==> src/rtl/mem_copy_master.sv <==
// Word-copy DMA initiator for the single-cycle data-memory bus: validates a
// request, then alternates READ/WRITE cycles to copy LEN words in ascending order.
module mem_copy_master (
    input  logic        CLK,
    input  logic        RESET,
    input  logic        START,
    input  logic [31:0] SRC_ADDR,
    input  logic [31:0] DST_ADDR,
    input  logic [7:0]  LEN,
    output logic        BUSY,
    output logic        DONE,
    output logic        ERR,
    output logic [31:0] MemAddr,
    output logic        MemWrite,
    output logic [31:0] WriteData,
    input  logic [31:0] ReadData
);

    localparam logic [32:0] CONST_BASE = 33'h0_0000_0200;
    localparam logic [32:0] CONST_TOP  = 33'h0_0000_03FC;
    localparam logic [32:0] VAR_BASE   = 33'h0_0000_0800;
    localparam logic [32:0] VAR_TOP    = 33'h0_0000_09FC;

    typedef enum logic [1:0] {IDLE, READ, WRITE, FIN} state_t;

    state_t      state, state_nx;
    logic [31:0] src_r, dst_r, buf_r;
    logic [7:0]  len_r, idx;
    logic        err_r;

    // Span ends are formed at 33 bits so a wrap past 4 GiB lands above every TOP.
    logic [7:0]  last_off;
    logic [32:0] span_off, src_lo, src_hi, dst_lo, dst_hi;
    logic        aligned, src_in, dst_in, req_ok, last_word;
    logic [31:0] word_off;

    assign last_off = (LEN == 8'd0) ? 8'd0 : LEN - 8'd1;
    assign span_off = {23'd0, last_off, 2'b00};
    assign src_lo   = {1'b0, SRC_ADDR};
    assign src_hi   = src_lo + span_off;
    assign dst_lo   = {1'b0, DST_ADDR};
    assign dst_hi   = dst_lo + span_off;

    assign aligned  = (SRC_ADDR[1:0] == 2'b00) && (DST_ADDR[1:0] == 2'b00);
    assign src_in   = (src_lo >= CONST_BASE && src_hi <= CONST_TOP) ||
                      (src_lo >= VAR_BASE   && src_hi <= VAR_TOP);
    assign dst_in   = (dst_lo >= VAR_BASE) && (dst_hi <= VAR_TOP);
    assign req_ok   = aligned && src_in && dst_in && (LEN <= 8'd128);

    assign last_word = ({1'b0, idx} + 9'd1) == {1'b0, len_r};
    assign word_off  = {22'd0, idx, 2'b00};

    always_comb begin
        // NOTE: every combinational output gets a default first so no path infers a latch.
        state_nx  = state;
        BUSY      = 1'b0;
        DONE      = 1'b0;
        ERR       = 1'b0;
        MemAddr   = 32'h0;
        MemWrite  = 1'b0;
        WriteData = 32'h0;
        unique case (state)
            IDLE: begin
                if (START) begin
                    if (!req_ok)            state_nx = FIN;
                    else if (LEN == 8'd0)   state_nx = FIN;
                    else                    state_nx = READ;
                end
            end
            READ: begin
                BUSY     = 1'b1;
                MemAddr  = src_r + word_off;
                state_nx = WRITE;
            end
            WRITE: begin
                BUSY      = 1'b1;
                MemAddr   = dst_r + word_off;
                MemWrite  = 1'b1;
                WriteData = buf_r;
                state_nx  = last_word ? FIN : READ;
            end
            FIN: begin
                DONE     = 1'b1;
                ERR      = err_r;
                state_nx = IDLE;
            end
            default: state_nx = IDLE;
        endcase
    end

    always_ff @(posedge CLK) begin
        // NOTE: sequential state uses non-blocking assignments so all registers update together.
        if (RESET) begin
            state <= IDLE;
            src_r <= 32'h0;
            dst_r <= 32'h0;
            len_r <= 8'd0;
            idx   <= 8'd0;
            buf_r <= 32'h0;
            err_r <= 1'b0;
        end else begin
            state <= state_nx;
            unique case (state)
                IDLE: begin
                    if (START) begin
                        src_r <= SRC_ADDR;
                        dst_r <= DST_ADDR;
                        len_r <= LEN;
                        idx   <= 8'd0;
                        err_r <= !req_ok;
                    end
                end
                READ:    buf_r <= ReadData;
                WRITE:   idx   <= idx + 8'd1;
                default: ;
            endcase
        end
    end

endmodule

==> config.mk <==
export PLATFORM = sky130hd
export DESIGN_NAME = mem_copy_master
export DESIGN_NICKNAME = d
export VERILOG_FILES = /design/src/rtl/mem_copy_master.sv
export SDC_FILE = /design/constraint.sdc
export NUM_CORES = 1
export LEC_CHECK = 0
export CORE_MARGIN = 2
export CORE_UTILIZATION = 30
export CTS_CLUSTER_DIAMETER = 40
export DETAILED_ROUTE_END_ITERATION = 12
export GPL_TIMING_DRIVEN = 1
export RECOVER_POWER = 100
export SLEW_MARGIN = 20
export SYNTH_ARGS = -nofsm -noshare
export SYNTH_HDL_FRONTEND = slang
export SYNTH_SLANG_ARGS = --single-unit
==> constraint.sdc <==
create_clock -name CLK -period 7.3 [get_ports CLK]
set_input_delay 2.19 -clock CLK [delete_from_list [all_inputs] [get_ports CLK]]
set_output_delay 2.19 -clock CLK [all_outputs]
set_load 0.01 [all_outputs]
Yosys cells after proc, flatten, opt, wreduce, memory -nomap -nowiden

Index checks and enable logic that the tools add are counted.

Bits in registers: 115
Logic and storage cells: 57
Input port bits: 107

Multiplexer cells: 14
$lt $le $gt $ge: 7
Eq/ne operators: 5
Reduce and logical (&&, ||, !) cells: 17
Add/sub/neg operators: 7

Operators by type and width:

| cell                                                             | number |
|---|---|
| adder 32 x 10 -> 33 bit                                          | 2 |
| less-or-equal comparator 33 x 12 -> 1 bit, second input constant | 2 |
| adder 32 x 10 -> 32 bit                                          | 2 |
| >= comparator 32 x 12 -> 1 bit, second input constant            | 2 |
| case mux 32 bit (2 select lines)                                 | 1 |
| less-or-equal comparator 33 x 10 -> 1 bit, second input constant | 1 |
| >= comparator 32 x 10 -> 1 bit, second input constant            | 1 |
| two-way mux 32 bit                                               | 1 |
| two-way mux 8 bit                                                | 2 |
| case mux 8 bit (2 select lines)                                  | 1 |
| adder 8 x 1 -> 9 bit, second input constant                      | 1 |
| equality test 9 x 8 -> 1 bit                                     | 1 |
| adder 8 x 1 -> 8 bit, second input constant                      | 1 |
| less-or-equal comparator 8 bit, second input constant            | 1 |
| logical NOT 8 bit                                                | 1 |
| two-way mux 2 bit                                                | 4 |
| case mux 2 bit (4 select lines)                                  | 1 |
| subtractor 8 x 1 -> 8 bit, second input constant                 | 1 |
| logical AND 1 bit                                                | 7 |
| logical NOT 2 bit                                                | 3 |
| equality test 2 bit, second input constant                       | 2 |
| two-way mux 1 bit                                                | 4 |
| AND reduction 2 bit                                              | 2 |
| equality test 2 x 1 -> 1 bit, second input constant              | 1 |
| 5 further kinds                                                  | 5 |

Longest topological paths before layout

Gate-level depths: netlist of the first run.

Depth after elaboration: 12
Gate-level depth with buffers: 21
Depth with buffers taken out: 17

Worst setup path after synthesis of the first run

No wires, ideal clock.

Path type: register to output
Start point: register state[0]
End point: output port MemAddr[28]
Arrival time: 5505 ps
Data required time: 5110 ps
Cell stages (with the launch flop): 22
Setup slack: -395 ps
Cells stage by stage: dfxtp_1 -> inv_1 -> ha_1 -> buf_1 -> clkbuf_1 -> clkbuf_1 -> clkbuf_1 -> mux2_2 -> ha_1 -> inv_1 -> fa_1 -> nor2b_1 -> o21ai_0 -> a21boi_0 -> o21ai_0 -> a21boi_0 -> o21ai_0 -> a2111oi_0 -> and2_1 -> nand2_1 -> xnor2_1 -> nor2_1

Word-level cells in the longest chain between the ends: 2
Elaborated cells between the ends (all ways): 3

RTL lines:

| element                                                             | line | text |
|---|---|---|
| from (decl)                                                         | 26   | `state_t state, state_nx;` |
| from (signal assigned)                                              | 102  | `state <= state_nx;` |
| equality test 2 bit or equality test 2 x 1 -> 1 bit (tied branches) | 62   | `unique case (state)` |
| case mux 32 bit (2 select lines) *                                  | 62   |  |
| to (decl)                                                           | 13   | `output logic [31:0] MemAddr,` |

Every way passes the cells marked *; elsewhere a longest branch is shown, timed or not.

Final worst setup path of the first run

Start point: input port LEN[3]
End point: register state[1]

Word-level cells in the longest chain between the ends: 12
Elaborated cells between the ends (all ways): 20

RTL lines:

| element                                                                                                | line   | text |
|---|---|---|
| from (decl)                                                                                            | 9      | `input logic [7:0] LEN,` |
| subtractor 8 x 1 -> 8 bit or logical NOT 8 bit (tied branches)                                         | 37, 66 |  |
| two-way mux 8 bit                                                                                      | 37     | `assign last_off = (LEN == 8'd0) ? 8'd0 : LEN - 8'd1;` |
| adder 32 x 10 -> 33 bit                                                                                | 40     | `assign src_hi = src_lo + span_off;` |
| less-or-equal comparator 33 x 10 -> 1 bit or less-or-equal comparator 33 x 12 -> 1 bit (tied branches) | 45, 46 |  |
| logical AND 1 bit (on tied branches)                                                                   | 45, 46 |  |
| logical OR 1 bit                                                                                       | 45     | `assign src_in = (src_lo >= CONST_BASE && src_hi <= CONST_TOP) \|\|` |
| logical AND 1 bit (3 in series)                                                                        | 48     | `assign req_ok = aligned && src_in && dst_in && (LEN <= 8'd128);` |
| two-way mux 2 bit *                                                                                    | 65     | `if (!req_ok) state_nx = FIN;` |
| two-way mux 2 bit *                                                                                    | 64     | `if (START) begin` |
| case mux 2 bit (4 select lines) *                                                                      | 62     |  |

Every way passes the cells marked *; elsewhere a longest branch is shown, timed or not. The select of a mux whose other input is x is not followed.
A chain may end at the register's enable or synchronous reset.

==> metrics.cfg, run 1 <==
[routing]
vias=9141
routedWlPerCell_um=17.0
drtAntennaViolNets=0
drc=0
drt-pass1-iter-count=5
viasPerCell=5.29
drt_iter0_drc=805
routed_wl_um=29400

[power]
switching_power_mw=1.01
seq_power_share_pct=29.5
power_density_mw_per_mm2=242
p_sw_share_pct=36.6
p_int_mw=1.74
vdd_drop_max_mv=0.138
p_leak_nw=4.17
pwr-share-comb_pct=37.3
clockPowerShare_pct=33.2

[clock_tree]
cts_tree=done
clk_pin_slew_ps=60
holdBufCountCts=0
cts_buffers=17
clock-sinks=115
htreeDepth=4
clock-root-buffer=clkbuf_16
clock_path_buffers=2
clk_latency_ps=420

[synth]
syn_area_mm2=0.00862
ys_types=78
synth_edf_count=0
synth-async-reset-ratio_pct=0
syn_area_per_cell_um2=7.25
syn_inst=1188
ys_ff_latch=115
yosys_warnings=0
synth_top_flop_cell=dfxtp_1
synth-seq-area-share_pct=26.7
synthesis.nets=1316

[setup_path]
critPathMaxFanout=10
timing.rr.start=state[0]$_SDFFE_PP0P_
crit_type=input pin to register
r2r_cells=13
cp.arrival_ps=7170
cp.required_ps=7580
r2r_setup_slack_ps=3770
crit_path_start_kind=input pin
r2r-end=state[1]$_SDFFE_PP0P_
endpoint_kind=register
startpoint=LEN[3]

[layout]
syn2layout_area_growth_pct=31.7
nNetsFinal=1458
antenna_cells=0
fillerInstances=3010
drive_gt1_share_pct=6.70
final_core_util_pct=39.9
final-instance-count-excl-fill=1727

[global_routing]
grt_pass1_wl_um=47000
grt_pass1_vias=8597
antenna_found_initial=1
gr-usage-all-layers_pct=19.3
grt_max_degree=74
overflow=0

[timing]
rsz0062_at_grt=no
clock_skew_ps=8.36
slew_viol_final=118
max-slew-margin-rel_pct=-103
final-setup-viol-count=0
fin_setup_tns_ps=0
fmax_mhz=145
tightest_slew_ps=3040
timing.final.crit_share_pct=94.5
min_period_ps=6900
hold_viol_final=0

[placed_design]
place_hpwl_um=22400
port_buffers=174
placed_cells=1695
gp_congestion=0.930

[floorplan]
die_w_um=173
row_count=62
dieArea_mm2=0.0301
initial_core_util_pct=30.3
dieHeight_um=173
ios=175
core_area_mm2=0.0285

[worst_hold_path]
hold_depth=2
hold_path_end=dst_r[9]$_SDFFE_PP0P_
min_from=dst_r[9]$_SDFFE_PP0P_
hold_path_class=register to register

[outcome]
status=finished, violations left
violations=max-capacitance violations, max-slew violations

[run]
cap_violations=2

-- timing repair --
action / CTS / global route
setup buffers: 0 / 0
gates resized for setup: 0 / 3
setup endpoints to repair: 0 / 8
-- worst max path at each step --
stage                       endpoint  slack (ps)  cells past startpoint
6_report       state[1]$_SDFFE_PP0P_         400                     16
5_1_grt                  MemAddr[28]          40                     19
4_1_cts                  MemAddr[30]         290                     19
3_5_place_dp   state[1]$_SDFFE_PP0P_         230                     18
3_3_place_gp   state[1]$_SDFFE_PP0P_         300                     14
2_1_floorplan            MemAddr[28]          80                     21
-- layer usage --
layer | global-route usage, % | vias up | wire length [um]
met2 | 31.4 | 346 | 13500
met1 | 26.2 | 4248 | 13500
li1 | - | 4498 | -
met4 | 5.40 | 0 | 604
met5 | 0 | - | 0
met3 | 3.51 | 49 | 1870
-- state kept, by name, indices dropped and copies added (netlist names) --
name   cells
src_r     32
len_r      8
state      2
dst_r     32
idx        8
err_r      1
buf_r     32
-- cells by family after synthesis --
| kind of cell | count (synthesis) | synth area share (%) |
|---|---|---|
| adder cells (fa/ha/maj) | 24 | 3.48 |
| flip-flops | 115 | 26.7 |
| AND/OR/NAND/NOR | 553 | 30.9 |
| buffers and inverters | 109 | 5.10 |
| multiplexers | 68 | 8.07 |
| XOR/XNOR | 62 | 6.30 |
| AO/OA/AOI/OAI | 257 | 19.5 |
-- critical path, stage by stage --
cell,delay (ps)
clkdlybuf4s50_1,610
or4_4,680
nor2_1,220
nor2_1,90
ha_1,220
inv_1,70
maj3_1,160
a221o_1,220
inv_1,120
a311oi_1,760
a22o_1,510
o31ai_1,150
a221oi_1,350
nand4_1,170
nor4_1,570
nor2_1,80
-- synthesized netlist by cell type (4+ instances only) --
| cell type | instances | area [um2] |
|---|---|---|
| a2111oi_0 | 5 | 43.8 |
| a211oi_1 | 9 | 67.6 |
| a21o_1 | 8 | 60.1 |
| a21oi_1 | 102 | 510 |
| a221oi_1 | 5 | 43.8 |
| a22oi_1 | 8 | 60.1 |
| a31oi_1 | 5 | 31.3 |
| a32oi_1 | 5 | 43.8 |
| and2_1 | 39 | 244 |
| and3_1 | 8 | 50.1 |
| buf_1 | 4 | 15.0 |
| clkbuf_1 | 63 | 236 |
| dfxtp_1 | 115 | 2300 |
| ha_1 | 20 | 250 |
| inv_1 | 35 | 131 |
| mux2_2 | 12 | 135 |
| mux2i_1 | 56 | 561 |
| nand2_1 | 204 | 766 |
| nand2b_1 | 6 | 37.5 |
| nand3_1 | 38 | 190 |
| nand4_1 | 13 | 81.3 |
| nor2_1 | 118 | 443 |
| nor2b_1 | 13 | 81.3 |
| nor3_1 | 39 | 195 |
| nor3b_1 | 7 | 52.6 |
| nor4_1 | 19 | 119 |
| o2111ai_1 | 4 | 35.0 |
| o211ai_1 | 9 | 67.6 |
| o21a_1 | 5 | 37.5 |
| o21ai_0 | 32 | 160 |
| o22ai_1 | 8 | 50.1 |
| o31ai_1 | 9 | 67.6 |
| or2_2 | 7 | 43.8 |
| or3_1 | 9 | 56.3 |
| or4_1 | 8 | 60.1 |
| xnor2_1 | 44 | 385 |
| xor2_1 | 18 | 158 |
-- metrics by stage --
stage | area (um2) | power [mW] | hold WS, ps | worst slack [ps]
finish | 11400 | 2.75 | 452 | 405
global route | 11400 | 2.91 | 471 | 41.2
CTS | 11400 | 2.78 | 454 | 291
detailed placement | 10700 | 1.86 | 446 | 229
global placement | 10700 | 1.85 | 441 | 301
floorplan | 8620 | 1.50 | 433 | 80.3
-- power by group through the flow --
stage	Combinational (mW)	Sequential [mW]	Clock, mW
2_1_floorplan	0.700	0.800	0
3_3_place_gp	1.03	0.820	0
3_5_place_dp	1.04	0.823	0
4_1_cts	1.04	0.809	0.932
5_1_grt	1.13	0.826	0.960
6_report	1.03	0.811	0.911
-- cell usage in the layout (no fill, tap or decap), types with 17 or more instances in the layout --
master,synthesis,layout
clkdlybuf4s50_1,0,125
dlygate4sd3_1,0,48
nor3_1,39,39
nand3_1,38,38
xor2_1,18,18
a21oi_1,102,102
mux2i_1,56,56
and2_1,39,30
inv_1,35,35
buf_4,1,21
nor4_1,19,19
clkbuf_16,0,17
dfxtp_1,115,115
o21ai_0,32,32
nor2_1,118,118
nand2_1,204,203
ha_1,20,18
xnor2_1,44,44
-- area by class of cell --
class | count | area, um2 | area share (%)
multi-input combinational | 964 | 5900 | 51.9
sequential | 115 | 2300 | 20.3
timing repair buffer | 197 | 1900 | 16.7
tap | 384 | 480 | 4.23
clock buffer | 17 | 425 | 3.75
clock inverter | 15 | 218 | 1.92
inverter | 35 | 131 | 1.16
Note: power is estimated with default switching activity, not from simulation.
==> run 2, diff against run 1 <==
CTS_BUF_LIST = sky130_fd_sc_hd__clkbuf_16   (was not set)
==> results of run 2 <==
Final layout, timing and power as in run 1 (identical DEF).
==> edit: new RTL, config.mk and constraints of run 1 <==
Put a register stage on the output `MemAddr`, with the module's reset. The value now appears one clock later. The other outputs are not delayed to match.
--- a/src/rtl/mem_copy_master.sv
+++ b/src/rtl/mem_copy_master.sv
@@ -23,4 +23,6 @@
 
     typedef enum logic [1:0] {IDLE, READ, WRITE, FIN} state_t;
+
+    logic [31:0] MemAddr_d;
 
     state_t      state, state_nx;
@@ -57,5 +59,5 @@
         DONE      = 1'b0;
         ERR       = 1'b0;
-        MemAddr   = 32'h0;
+        MemAddr_d = 32'h0;
         MemWrite  = 1'b0;
         WriteData = 32'h0;
@@ -70,10 +72,10 @@
             READ: begin
                 BUSY     = 1'b1;
-                MemAddr  = src_r + word_off;
+                MemAddr_d = src_r + word_off;
                 state_nx = WRITE;
             end
             WRITE: begin
                 BUSY      = 1'b1;
-                MemAddr   = dst_r + word_off;
+                MemAddr_d = dst_r + word_off;
                 MemWrite  = 1'b1;
                 WriteData = buf_r;
@@ -118,4 +120,12 @@
     end
 
+    always_ff @(posedge CLK) begin
+        if (RESET) begin
+            MemAddr <= '0;
+        end else begin
+            MemAddr <= MemAddr_d;
+        end
+    end
+
 endmodule
 
Formal check against the unedited RTL: not equivalent (Yosys sat finds a counterexample within 4 cycles, from zero or initial values and one cycle with RESET high).
==> edit against run 1 <==
The flow still finishes with violations (capacitance limit, slew limit); routed wire length up 4.0%; power shrank 4.4%; sequential cell count is 32 higher; setup slack worse by 0.061 ns; cell area up 7.8%; area after synthesis rose by 9.5%; first-iteration DRC count shrank 18%; non-clock buffer count up 20.
==> edit: results (changes against run 1) <==
----------------------------------------------------
[Status]
  Outcome ... complete, but fails checks
  Violated checks ... capacitance limit, slew limit

[Critical path]
  Reg-to-reg slack, setup ... 1.32 ns (-2.45 ns)
  Worst EP arrival ... 7.23 ns (+0.06 ns)
  Largest fanout of any net on the critical path ... 5 (-5)
  Worst reg2reg path depth ... 15 (+2)
  Worst r2r src ... state[1]$_SDFFE_PP0P_
  Terminus of the critical flop-to-flop path ... MemAddr[30]$_SDFF_PP0_

[Synthesis]
  Average cell area after synthesis ... 7.535 µm² (+3.9%)
  Synth top cells by count ... nand2_1 (216), dfxtp_1 (147), nor2_1 (120)
  Total nets after synthesis ... 1,380 (+4.9%)
  Number of distinct standard cells referenced by the synthesized netlist ... 75 (-3.8%)

[Power]
  Standby leakage power ... 4.477 nW (+7.4%)
  Sw power ... 0.0009026 W (-10%)
  Total combinational power ... 0.000847 W (-18%)

[Flow run]
  Number of maximum-capacitance constraint violations ... 1 (-1)

[STA]
  Max Clock Skew ... 0.01648 ns (+0.008115 ns)
  Setup WS post-layout ... 0.3433 ns (-0.06134 ns)
  Max-slew violation count ... 59 (-50%)
  Worst hold-check slack ... 0.4546 ns (+0.002470 ns)
  Transition time at the pin with the least slew margin ... 2.627 ns (-0.4149 ns)

[Finish]
  Number of nets at the end of the flow ... 1,538 (+5.5%)

[Global route]
  Tot GR Track Use ... 18.42% (-0.90 points)
  Wire length of the first global-routing pass ... 48.81 mm (+3.9%)

[Worst hold path]
  Hold path startpoint ... dst_r[30]$_SDFFE_PP0P_

[Detailed routing]
  Routed wirelength normalized by instance count ... 16.82 µm (-1.3%)
  Detailed router's first-iteration violation count ... 659 (-18%)

[Placement]
  Final Wtd Congestion ... 0.9459 (+1.7%)
  Inst Count DP ... 1,787 (+5.4%)

----------------------------------------------------
==> edit: cell types whose count changed in the layout (fill, tap and decap cells not counted), sizes merged, moves of 6 or more <==
cell	delta
dfxtp	+32
buf	+19
o21ai	+16
inv	-12
nand2	+12
nor3	-10
or3	+8
nand3	-7
xor2	+7
a22oi	+6
==> edit: stage by stage <==
step                 TNS, ns  instance area (µm²)
finish                     0                12240
global route               0                12240
detailed placement  -0.03093                11710
CTS                        0                12260
global placement           0                11710
floorplan                  0                 9434
==> edit: critical path, cell delays in order <==
cell and delay (ns):
clkdlybuf4s50_1 0.44, inv_1 0.10, ha_1 0.19, or3b_2 0.52
nor2_4 0.13, buf_4 0.15, nor2_1 0.06, ha_1 0.21
ha_1 0.26, nor4b_1 0.36, o22ai_1 0.19, o21ai_0 0.25
buf_4 0.16, a211oi_1 0.06, o21ai_1 0.22, nor2_1 0.08
mux2i_1 0.17, or4b_1 0.44, or4_1 0.53, o41ai_2 0.42
a21oi_1 0.11
==> edit: metal layers <==
metal  vias up  global-route usage (%)  wire length [µm]
met2       332                   29.07             13670
li1       4725                       -                 -
met5         -                       0                 0
met3        33                   2.983              1791
met4         0                   5.561               467
met1      4341                   25.74             14680
==> edit: cell type report <==
cell class | count | area [µm²]
inverters | 30 | 112.6
diodes | 1 | 2.502
clock inverters | 13 | 111.4
flip-flops and latches | 147 | 2943
well taps | 396 | 495.5
multi-input cells | 997 | 6087
fillers | 3220 | 18510
clock buffers | 19 | 442.9
repair buffers | 217 | 2048
==> edit: logic make-up after synthesis <==
family | count (synthesis) | synth area share [%]
xor gates and xnor gates | 64 | 5.942
adders and majority gates | 26 | 3.395
AOI/OAI and AO/OA | 272 | 18.45
muxes | 74 | 8.024
buffers and inverters | 108 | 4.456
and+or+nand+nor | 561 | 28.54
DFF | 147 | 31.19
